==> src/rtl/led_matrix_scan_ctrl.sv <==
// led_matrix_scan_ctrl: 8x8 LED row-scan controller with double-buffered frames
// and tear-free swap at frame boundaries.
module led_matrix_scan_ctrl #(
    parameter int SCAN_DIV     = 1024,
    parameter int BLANK_CYCLES = 4
) (
    input  logic       clk,
    input  logic       reset,
    input  logic       enable,
    input  logic       wr_valid,
    output logic       wr_ready,
    input  logic [2:0] wr_row,
    input  logic [7:0] wr_data,
    input  logic       swap_req,
    output logic       swap_pending,
    output logic [7:0] row,
    output logic [7:0] col,
    output logic       frame_start
);
    localparam int CW = $clog2(SCAN_DIV);
    localparam logic [CW-1:0] LAST = CW'(SCAN_DIV - 1);
    localparam logic [CW-1:0] BLANK = CW'(BLANK_CYCLES);

    logic [7:0]    fb [2][8];
    logic          front_sel;
    logic [2:0]    scan_row;
    logic [CW-1:0] div_cnt;
    logic          frame_end, do_swap, lit;

    assign frame_end   = enable && scan_row == 3'd7 && div_cnt == LAST;
    // with the display dark there is no visible frame to tear, so swap at once
    assign do_swap     = (swap_pending || swap_req) && (!enable || frame_end);
    assign wr_ready    = !swap_pending;
    assign lit         = enable && !reset && div_cnt >= BLANK;
    assign row         = lit ? 8'd1 << scan_row : 8'd0;
    assign col         = lit ? fb[front_sel][scan_row] : 8'd0;
    assign frame_start = enable && !reset && scan_row == 3'd0 && div_cnt == '0;

    always_ff @(posedge clk or posedge reset) begin
        if (reset) begin
            for (int b = 0; b < 2; b++)
                for (int i = 0; i < 8; i++)
                    fb[b][i] <= 8'd0;
            front_sel    <= 1'b0;
            swap_pending <= 1'b0;
            scan_row     <= 3'd0;
            div_cnt      <= '0;
        end else begin
            if (wr_valid && wr_ready)
                fb[!front_sel][wr_row] <= wr_data;
            if (!enable) begin
                div_cnt  <= '0;
                scan_row <= 3'd0;
            end else if (div_cnt == LAST) begin
                div_cnt  <= '0;
                scan_row <= scan_row + 3'd1;
            end else begin
                div_cnt  <= div_cnt + 1'b1;
            end
            if (do_swap) begin
                front_sel    <= !front_sel;
                swap_pending <= 1'b0;
            end else if (swap_req) begin
                swap_pending <= 1'b1;
            end
        end
    end
endmodule

==> config.mk <==
export PLATFORM = sky130hd
export DESIGN_NAME = led_matrix_scan_ctrl
export DESIGN_NICKNAME = d
export VERILOG_FILES = /design/src/rtl/led_matrix_scan_ctrl.sv
export SDC_FILE = /design/constraint.sdc
export NUM_CORES = 1
export LEC_CHECK = 0
export ABC_AREA = 0
export CORE_UTILIZATION = 63
export DETAILED_ROUTE_END_ITERATION = 10
export PLACE_DENSITY = 0.86
export SLEW_MARGIN = 20
export SYNTH_ARGS = -nofsm -noshare
export SYNTH_HDL_FRONTEND = slang
export SYNTH_SLANG_ARGS = --single-unit
==> constraint.sdc <==
create_clock -name clk -period 8.76 [get_ports clk]
set_input_delay 2.628 -clock clk [delete_from_list [all_inputs] [get_ports clk]]
set_output_delay 2.628 -clock clk [all_outputs]
set_load 0.01 [all_outputs]
After elaboration in Yosys (flattened, before gate mapping)
Index checks and enable logic that the tools add are counted.
{ "word_totals": {"regBits": 143, "output_inout_bits": 19, "input_bits": 16} }
{ "op_classes": {"shifts": 1, "n_mux": 19, "reduce_logical": 19, "order_cmp": 7, "n_bitwise": 4, "addsub": 2, "n_eq_ne": 3} }
{ "op_table": {"columns": ["op", "count"], "rows": [
  ["$mux 64", 4],
  ["$bwmux 128", 1],
  ["$demux 64 s1", 1],
  ["$mux 8", 5],
  ["$bmux 8 s3", 1],
  ["$demux 8 s3", 1],
  ["$mux 10", 2],
  ["$add 10x1->10 const B", 1],
  ["$eq 10x10->1 const B", 1],
  ["$ge 10x3->1 const B", 1],
  ["$logic_and 1x1->1", 10],
  ["$logic_not 10->1", 1],
  ["$ge 4x4->1 const B", 2],
  ["$not 3->4", 2],
  ["$shl 1x3->8 const A", 1],
  ["$mux 3", 2],
  ["$ge 2x2->1 const B", 2],
  ["$logic_not 1->1", 4],
  ["$lt 4x1->1 const B", 1],
  ["$not 1->2", 2],
  ["$add 3x1->3 const B", 1],
  ["$eq 3x3->1 const B", 1],
  ["$logic_not 3->1", 1],
  ["$logic_or 1x1->1", 2],
  ["4 further kinds", 5]
]} }

Depth between registers and ports, before layout
Gate-level depths: netlist of run 1.
{ "logic_depth": {"word_depth": 8, "mapped_depth": 7, "ltp_nobuf": 5} }

Worst setup path after synthesis of run 1
OpenSTA, ideal clock, no wires.
{ "synth_timing": {"path_kind": "input to output", "from": "input port enable", "to": "output port col[0]", "t_arrival_ns": 3.423, "n_path_buf": 1, "path_stages": 4, "path_slack_ns": 2.709, "path_cell_list": "nor2b_1 > o211ai_2 > buf_6 > o22ai_1"} }
{ "synth_via": {"elab_chain_cells": 3} }
{ "synth_rtl": {"columns": ["item", "line", "source"], "rows": [
  ["start, declared", "9", "input logic enable,"],
  ["$logic_and 1x1->1 (2 in series)", "34", "assign lit = enable && !reset && div_cnt >= BLANK;"],
  ["$mux 8", "36", "assign col = lit ? fb[front_sel][scan_row] : 8'd0;"],
  ["end, declared", "17", "output logic [7:0] col,"]
]} }
No other way between the ends.

Worst setup path in the final report of run 1
{ "layout_timing": {"from": "input port enable", "to": "output port col[4]"} }
The elaborated chain is that of the path after synthesis.

==> metrics.md, run 1 <==
| Metric | Value |
|---|---|
| Reg-to-Reg End | fb[86]$_DFFE_PP0P_ |
| DP Wirelength | 8860 um |
| Worst Hold Endpoint | div_cnt[0]$_DFF_PP0_ |
| Slew at the pin closest to its max-slew limit | 0.941 ns |
| Gr ovfl total | 0 |
| Setup violations, final | 0 |
| Vias/cell | 6.33 |
| Logic pwr share | 19.5% |
| Max Root-Sink Buffers | 2 |
| Net Sw Frac | 25.6% |
| Starting Density | 65.8% |
| Layout area overhead | 14.4% |
| Switching pwr | 0.542 mW |
| DRC | 0 |
| Clk_skew | 0.00559 ns |
| Pre-antenna DRT Iters | 4 |
| Inserted Diodes | 0 |
| R2r startpoint | front_sel$_DFFE_PP0P_ |
| CP endpoint kind | output pin |
| Crit path max fanout | 11 |
| Routed Antenna Nets | 0 |
| Ys Warns | 0 |
| Worst hold path class | flop to flop |
| Clk_lat worst skew | 0.53 ns |
| FP Rows | 37 |
| WP data arrival | 4.92 ns |
| Vias in the first global route | 4427 |
| Startpoint type of the worst setup path | primary input |
| Dpl ws | 1.22 ns |
| Met3 Wirelength | 634 um |
| Async SR Flop Fraction | 100% |
| Vias | 4079 |
| Total leakage power | 3.46 nW |
| Pwr Density | 269 mW/mm^2 |
| Hold Vio Cnt, Final | 0 |
| Kind of critical path | primary input to output pin |
| Die area | 0.0114 mm^2 |
| Relative slew margins | 36.7% |
| WL met1 | 6080 um |
| Final WL | 14300 um |
| Clk pwr share | 35.2% |
| Mapped Area | 0.00689 mm^2 |
| Core Area | 0.0105 mm^2 |
| Commonest non-fill, non-tap cell in the layout | dfrtp_1 |
| Sequential Power Share | 45.3% |
| Unique cell type count in the Yosys netlist | 47 |
| Ys flop type | dfrtp_1 |
| H-tree depth | 4 |
| Cells after synthesis | 464 |
| Post-layout util | 75.3% |
| I/O pin count | 35 |
| Reg2reg path depth | 4 |
| Total GRT Usage | 28.4% |
| HP Start | div_cnt[0]$_DFF_PP0_ |
| CTS Buf Count | 17 |
| Post-synth EDFFs | 0 |
| CTS Hold Buffers Added | 0 |
| CTS Sinks | 143 |
| GP Congestion | 0.841 |
| Peak supply drop | 0.232 mV |
| Most frequent cells in the layout | 141 x dfrtp_1, 127 x mux2_2, 34 x clkdlybuf4s50_1, 32 x mux4_2, 18 x mux2i_1 |
| Setup ws final | 1.21 ns |
| Iter 0 DRT Violations | 237 |
| Min Tclk post-route | 7.55 ns |
| Fmax | 133 MHz |
| R2r setup slk | 6.32 ns |
| First-pass GRT wire length | 23500 um |
| Cell Int Power | 1.58 mW |
| Setup bufs post-CTS | 0 |
| RSZ-0062 raised after global routing | false |
| Resized cells post-CTS | 0 |
| Synth Net Count | 488 |
| Fin Setup TNS | 0 ns |
| Slew Limit Fails | 0 |
| Pin count of the biggest net entering global routing | 81 |
| Layout cells sized above 1 | 42.9% |
| Buffers on Ports | 34 |
| Antenna violations before repair | 0 |
| Die H | 107 um |
| Max layer used | met4 |
| Routed wl met2 | 7390 um |
| # nets final | 519 |
| Clock Pin Slew Worst Setup and Hold Paths | 0.06 ns |
| Syn Area/Cell | 14.8 um^2 |
| Final period util | 86.1% |
| Max Cap Viol | 0 |
| Chip width | 107 um |
| DR WL/cell | 22.2 um |
| CTS tree | yes |
| Clk root buf | clkbuf_8 |
| Flops & latches, synth | 143 |
| Required @ worst endpoint | 6.13 ns |
| Post-synthesis sequential area ratio | 52.0% |
| Hold Path Depth | 1 |
| Outcome | finished, final reports clean |
-- power groups by stage --
stage	Combinational (mW)	Sequential, mW	Clock [mW]
after floorplan	0.344	0.930	0
after global placement	0.396	0.945	0
after detailed placement	0.413	0.965	0
after CTS	0.419	0.958	0.755
after global routing	0.447	0.980	0.783
final	0.413	0.959	0.747
-- kinds of logic (layout without fill, tap and decap cells) --
family	after synthesis	count (layout)	share of synthesized area, %
compound gates	28	28	2.73
buf+inv	37	81	3.09
xor+xnor	3	3	0.382
flops	143	143	52.0
mux	178	178	34.0
fa+ha+maj	8	8	1.45
simple gates	67	67	6.36
-- flip-flops by register name, summed over array words and instances (netlist names) --
signal        count
fb              128
div_cnt          10
scan_row          3
front_sel         1
swap_pending      1
-- critical path: stages --
cell and delay, ns:
clkdlybuf4s50_1 0.68, nor2b_1 0.36, o211ai_2 0.33, o22ai_1 0.33
clkdlybuf4s50_1 0.59
-- layer usage --
layer	vias up	global-route usage, %
li1	1796	-
met1	2150	36.4
met2	119	47.4
met3	14	8.09
met4	0	8.61
met5	-	0
-- synth_stat cells, types with 4 or more instances --
cell type / n / area share (%)
clkbuf_1: 9 / 0.49
buf_4: 9 / 0.98
nor2b_1: 4 / 0.36
mux4_2: 32 / 10
mux2_2: 127 / 21
nand2_1: 11 / 0.60
dfrtp_1: 143 / 52
o22ai_1: 9 / 0.82
nor2_1: 13 / 0.71
nand3_1: 5 / 0.36
a21oi_1: 4 / 0.29
o21ai_0: 6 / 0.44
buf_6: 5 / 0.82
or3_1: 6 / 0.55
ha_1: 8 / 1.5
mux2i_1: 18 / 2.6
inv_1: 11 / 0.60
nand2_2: 7 / 0.64
-- through the flow --
step           hold slack [ns]  std cells  instance area [um^2]  power (mW)
2_1_floorplan            0.455        464                  6890        1.27
3_3_place_gp             0.475        612                  7260        1.34
3_5_place_dp             0.486        612                  7260        1.38
4_1_cts                  0.500        644                  7880        2.13
5_1_grt                  0.506        644                  7880        2.21
6_report                 0.493        644                  7880        2.12
-- worst max-delay path by stage --
stage	start	end	slack, ns	cells past startpoint
after floorplan	reset	div_cnt[0]$_DFF_PP0_	2.29	1
after global placement	enable	col[4]	1.28	5
after detailed placement	enable	col[4]	1.22	5
after CTS	enable	col[4]	1.21	5
after global routing	enable	col[4]	1.07	5
final	enable	col[4]	1.21	5
-- area by class of cell --
class / count / area [um^2]
Multi-Input combinational cell: 284 / 3090
Sequential cell: 143 / 3580
Inverter: 12 / 50.0
Clock inverter: 13 / 176
Fill cell: 641 / 2590
Clock buffer: 19 / 442
Tap cell: 136 / 170
Timing Repair Buffer: 37 / 363
Note: power is estimated with default switching activity, not from simulation.
==> inputs of run 2 (changes only) <==
- CORE_UTILIZATION: 63 -> 50
- PLACE_DENSITY: 0.86 -> 0.71
==> metrics.md, run 2 (same netlist as run 1, synthesis figures left out) <==
| Metric | Value |
|---|---|
| Outcome | finished, final reports clean |
| # nets final | 519 |
| Hold Path Depth | 1 |
| Clock Pin Slew Worst Setup and Hold Paths | 0.06 ns |
| Max Cap Viol | 0 |
| Core Area | 0.0133 mm^2 |
| Vias in the first global route | 4259 |
| Buffers on Ports | 34 |
| Clk_skew | 0.00835 ns |
| Peak supply drop | 0.162 mV |
| Crit path max fanout | 11 |
| Commonest non-fill, non-tap cell in the layout | dfrtp_1 |
| DP Wirelength | 9030 um |
| Area of the multi-input gates | 0.00309 mm^2 |
| Relative slew margins | 38.0% |
| Gr ovfl total | 0 |
| Setup violations, final | 0 |
| Critical path cell sequence | clkdlybuf4s50_1 -> nor2b_1 -> o211ai_2 -> o22ai_1 -> clkdlybuf4s50_1 |
| Pre-antenna DRT Iters | 4 |
| Max Root-Sink Buffers | 2 |
| Critical Path Most Common Cell | clkdlybuf4s50_1 |
| FP Rows | 42 |
| Fmax | 132 MHz |
| Final period util | 86.4% |
| Die H | 119 um |
| CTS Sinks | 143 |
| Clk root buf | clkbuf_16 |
| WP data arrival | 4.94 ns |
| Slew at the pin closest to its max-slew limit | 0.922 ns |
| Fin Setup TNS | 0 ns |
| Reg-to-Reg End | fb[83]$_DFFE_PP0P_ |
| Crit path largest cell delay | 0.68 ns |
| Total power | 2.10 mW |
| Min Tclk post-route | 7.57 ns |
| Layout area overhead | 15.0% |
| Startpoint type of the worst setup path | primary input |
| DR WL/cell | 20.6 um |
| Pwr Density | 265 mW/mm^2 |
| Resized cells post-CTS | 0 |
| R2r startpoint | front_sel$_DFFE_PP0P_ |
| Slew Limit Fails | 0 |
| Starting Density | 51.6% |
| Most frequent cells in the layout | 141 x dfrtp_1, 127 x mux2_2, 34 x clkdlybuf4s50_1, 32 x mux4_2, 18 x mux2i_1 |
| Iter 0 DRT Violations | 199 |
| CTS tree | yes |
| Routed Antenna Nets | 0 |
| Largest register FFs | 128 |
| RSZ-0062 raised after global routing | false |
| Vias | 4016 |
| Hold Vio Cnt, Final | 0 |
| Required @ worst endpoint | 6.13 ns |
| Antenna violations before repair | 0 |
| Worst hold path class | flop to flop |
| Reg2reg path depth | 4 |
| Filler cells | 1035 |
| Biggest register | fb |
| Worst Hold Endpoint | div_cnt[0]$_DFF_PP0_ |
| Total leakage power | 3.47 nW |
| R2r setup slk | 6.27 ns |
| DRC | 0 |
| CTS Buf Count | 17 |
| H-tree depth | 4 |
| Die area | 0.0142 mm^2 |
| I/O pin count | 35 |
| CTS Hold Buffers Added | 0 |
| GP Congestion | 0.778 |
| Worst path slowest cell | clkdlybuf4s50_1 |
| First-pass GRT wire length | 23100 um |
| Vias/cell | 5.87 |
| Pin count of the biggest net entering global routing | 85 |
| Register area | 0.00358 mm^2 |
| Layout cells sized above 1 | 42.5% |
| Inserted Diodes | 0 |
| Largest registers | fb x128, div_cnt x10, scan_row x3 |
| Chip width | 119 um |
| HP Start | div_cnt[0]$_DFF_PP0_ |
| Total GRT Usage | 21.7% |
| Setup bufs post-CTS | 0 |
| Kind of critical path | primary input to output pin |
| Final WL | 14100 um |
| Clk_lat worst skew | 0.41 ns |
| CP endpoint kind | output pin |
## run 2: how the worst max path moves through the flow
stage	from	slack, ns	cells after the start	end
6_report	enable	1.19	5	col[5]
5_1_grt	enable	1.08	5	col[2]
4_1_cts	enable	1.23	5	col[5]
3_5_place_dp	enable	1.25	5	col[5]
3_3_place_gp	enable	1.38	5	col[5]
2_1_floorplan	reset	2.29	1	div_cnt[0]$_DFF_PP0_
## run 2: worst max-delay path: cells and delay by family
kind / cells / cell delay [ns]
buffers and inverters: 2 / 1.26
and+or+nand+nor: 1 / 0.37
AOI/OAI and AO/OA: 2 / 0.68
## run 2: layout make-up
type                       instances  area share (%)
sequential                       143            45.2
multi-input combinational        284            39.1
clock buffer                      20            5.64
timing repair buffer              37            4.63
tap                              176            2.78
clock inverter                    12            2.02
inverter                          12           0.632
## run 2: per-layer routing
metal	track usage (%)	routed length, um
met5	0	0
met4	6.56	158
met3	5.99	702
met2	34.1	6750
met1	29.5	6480
## run 2: where the power goes
part | switching, mW | total (mW) | internal, mW
registers | 0.0957 | 0.955 | 0.859
logic | 0.147 | 0.409 | 0.262
clock network | 0.277 | 0.734 | 0.457
## run 2: per-stage QoR
| step | util (%) | cells | cell area, um^2 | setup WS [ns] | hold WS [ns] |
|---|---|---|---|---|---|
| 2_1_floorplan | - | 464 | 6890 | 2.29 | 0.455 |
| 3_3_place_gp | 54.8 | 652 | 7310 | 1.38 | 0.466 |
| 3_5_place_dp | 54.8 | 652 | 7310 | 1.25 | 0.486 |
| 4_1_cts | 59.3 | 684 | 7920 | 1.23 | 0.494 |
| 5_1_grt | 59.3 | 684 | 7920 | 1.08 | 0.507 |
| 6_report | 59.3 | 684 | 7920 | 1.19 | 0.489 |
==> inputs of run 3 (changes only) <==
- CORE_UTILIZATION: 50 -> 60
- PLACE_DENSITY: 0.71 -> 0.83
==> metrics.md, run 3 (same netlist as run 1, synthesis figures left out) <==
| Metric | Value |
|---|---|
| Logic pwr share | 20.1% |
| Vias/cell | 6.22 |
| M2 GR Usage | 43.7% |
| Register area | 0.00358 mm^2 |
| Slew Limit Fails | 0 |
| Most used routing layer | met2 |
| Layout cells sized above 1 | 42.4% |
| Max Cap Viol | 0 |
| Total leakage power | 3.45 nW |
| CTS Hold Buffers Added | 0 |
| Vias in the first global route | 4296 |
| FP Rows | 38 |
| DP Wirelength | 8860 um |
| Met3 Track Usage GR | 8.13% |
| Layout area overhead | 13.9% |
| Total GRT Usage | 26.8% |
| Core Area | 0.0110 mm^2 |
| Min Tclk post-route | 7.58 ns |
| RSZ-0062 raised after global routing | false |
| Buffers on Ports | 34 |
| Routed Antenna Nets | 0 |
| Total power | 2.04 mW |
| Final period util | 86.5% |
| Resized cells post-CTS | 0 |
| Iter 0 DRT Violations | 242 |
| Fmax | 132 MHz |
| Die area | 0.0119 mm^2 |
| H-tree depth | 4 |
| Clk_lat worst skew | 0.42 ns |
| Gr ovfl total | 0 |
| Vias | 4025 |
| R2r setup slk | 6.30 ns |
| Reg2reg path depth | 4 |
| I/O pin count | 35 |
| Clk root buf | clkbuf_16 |
| Pin count of the biggest net entering global routing | 81 |
| Crit path max fanout | 11 |
| Pwr Density | 261 mW/mm^2 |
| Commonest non-fill, non-tap cell in the layout | dfrtp_1 |
| Max Root-Sink Buffers | 2 |
| Most frequent cells in the layout | 141 x dfrtp_1, 127 x mux2_2, 34 x clkdlybuf4s50_1, 32 x mux4_2, 18 x mux2i_1 |
| R2r startpoint | front_sel$_DFFE_PP0P_ |
| Largest registers | fb x128, div_cnt x10, scan_row x3 |
| # nets final | 519 |
| DR WL/cell | 21.5 um |
| Biggest register | fb |
| Final WL | 13900 um |
| Setup bufs post-CTS | 0 |
| Fin Setup TNS | 0 ns |
| Antenna violations before repair | 0 |
| Startpoint type of the worst setup path | primary input |
| Setup violations, final | 0 |
| Worst hold path class | flop to flop |
| CTS Sinks | 143 |
| Clk pwr share | 33.1% |
| WP data arrival | 4.95 ns |
| Worst Setup SP | enable |
| GP Congestion | 0.841 |
| Required @ worst endpoint | 6.13 ns |
| DRC | 0 |
| CP endpoint kind | output pin |
| Switching pwr | 0.511 mW |
| Area of the multi-input gates | 0.00309 mm^2 |
| Outcome | finished, final reports clean |
| First-pass GRT wire length | 22700 um |
| Inserted Diodes | 0 |
| Die H | 109 um |
| Net Sw Frac | 25.0% |
| Pre-antenna DRT Iters | 5 |
| Sequential Power Share | 46.8% |
| Peak supply drop | 0.201 mV |
| End point of the critical path | col[4] |
| Reg-to-Reg End | fb[83]$_DFFE_PP0P_ |
| Clk_skew | 0.00780 ns |
| CTS tree | yes |
| Relative slew margins | 37.2% |
| CTS Buf Count | 17 |
| Clock Pin Slew Worst Setup and Hold Paths | 0.06 ns |
| GR Util met1 | 34.1% |
| Slew at the pin closest to its max-slew limit | 0.941 ns |
| Cell Int Power | 1.53 mW |
| Filler cells | 744 |
| Chip width | 109 um |
| Hold Vio Cnt, Final | 0 |
| Starting Density | 62.4% |
| Largest register FFs | 128 |
| Kind of critical path | primary input to output pin |
## run 3: routing by layer
metal / up-vias / wire, um
li1: 1790 / -
met1: 2094 / 5740
met2: 115 / 7090
met3: 26 / 831
met4: 0 / 246
met5: - / 0
## run 3: through the flow
stage | utilization, % | instances | setup WS, ns | area (um^2) | hold slack (ns)
after CTS | 70.8 | 646 | 1.21 | 7820 | 0.493
after detailed placement | 65.8 | 615 | 1.21 | 7260 | 0.480
final | 71.1 | 647 | 1.18 | 7850 | 0.499
after global placement | 65.8 | 615 | 1.26 | 7260 | 0.470
after floorplan | - | 464 | 2.29 | 6890 | 0.455
after global routing | 71.1 | 647 | 1.11 | 7850 | 0.511
## run 3: how the worst min path moves through the flow
stage	endpoint	cells after the start	slack, ns	start
after detailed placement	fb[113]$_DFFE_PP0P_	1	0.48	fb[113]$_DFFE_PP0P_
final	fb[113]$_DFFE_PP0P_	1	0.50	fb[113]$_DFFE_PP0P_
after floorplan	div_cnt[0]$_DFF_PP0_	1	0.45	div_cnt[0]$_DFF_PP0_
after global routing	fb[24]$_DFFE_PP0P_	1	0.51	fb[24]$_DFFE_PP0P_
after global placement	div_cnt[0]$_DFF_PP0_	1	0.47	div_cnt[0]$_DFF_PP0_
after CTS	fb[113]$_DFFE_PP0P_	1	0.49	fb[113]$_DFFE_PP0P_
## run 3: critical path, stage by stage
cell             delay (ns)
clkdlybuf4s50_1        0.68
nor2b_1                0.37
o211ai_2               0.35
o22ai_1                0.34
clkdlybuf4s50_1        0.59
## run 3: power groups by stage
stage / sequential (mW) / combinational [mW] / clock, mW
final: 0.957 / 0.410 / 0.677
after detailed placement: 0.968 / 0.412 / 0
after global placement: 0.944 / 0.396 / 0
after CTS: 0.957 / 0.414 / 0.688
after global routing: 0.981 / 0.443 / 0.717
after floorplan: 0.930 / 0.344 / 0
## run 3: final cells by class
class	instances	share of cell area (%)
flip-flops and latches	143	45.7
repair buffers	37	4.88
inverters	12	0.638
clock buffers	22	6.04
well taps	140	2.23
clock inverters	9	1.08
multi-input cells	284	39.4
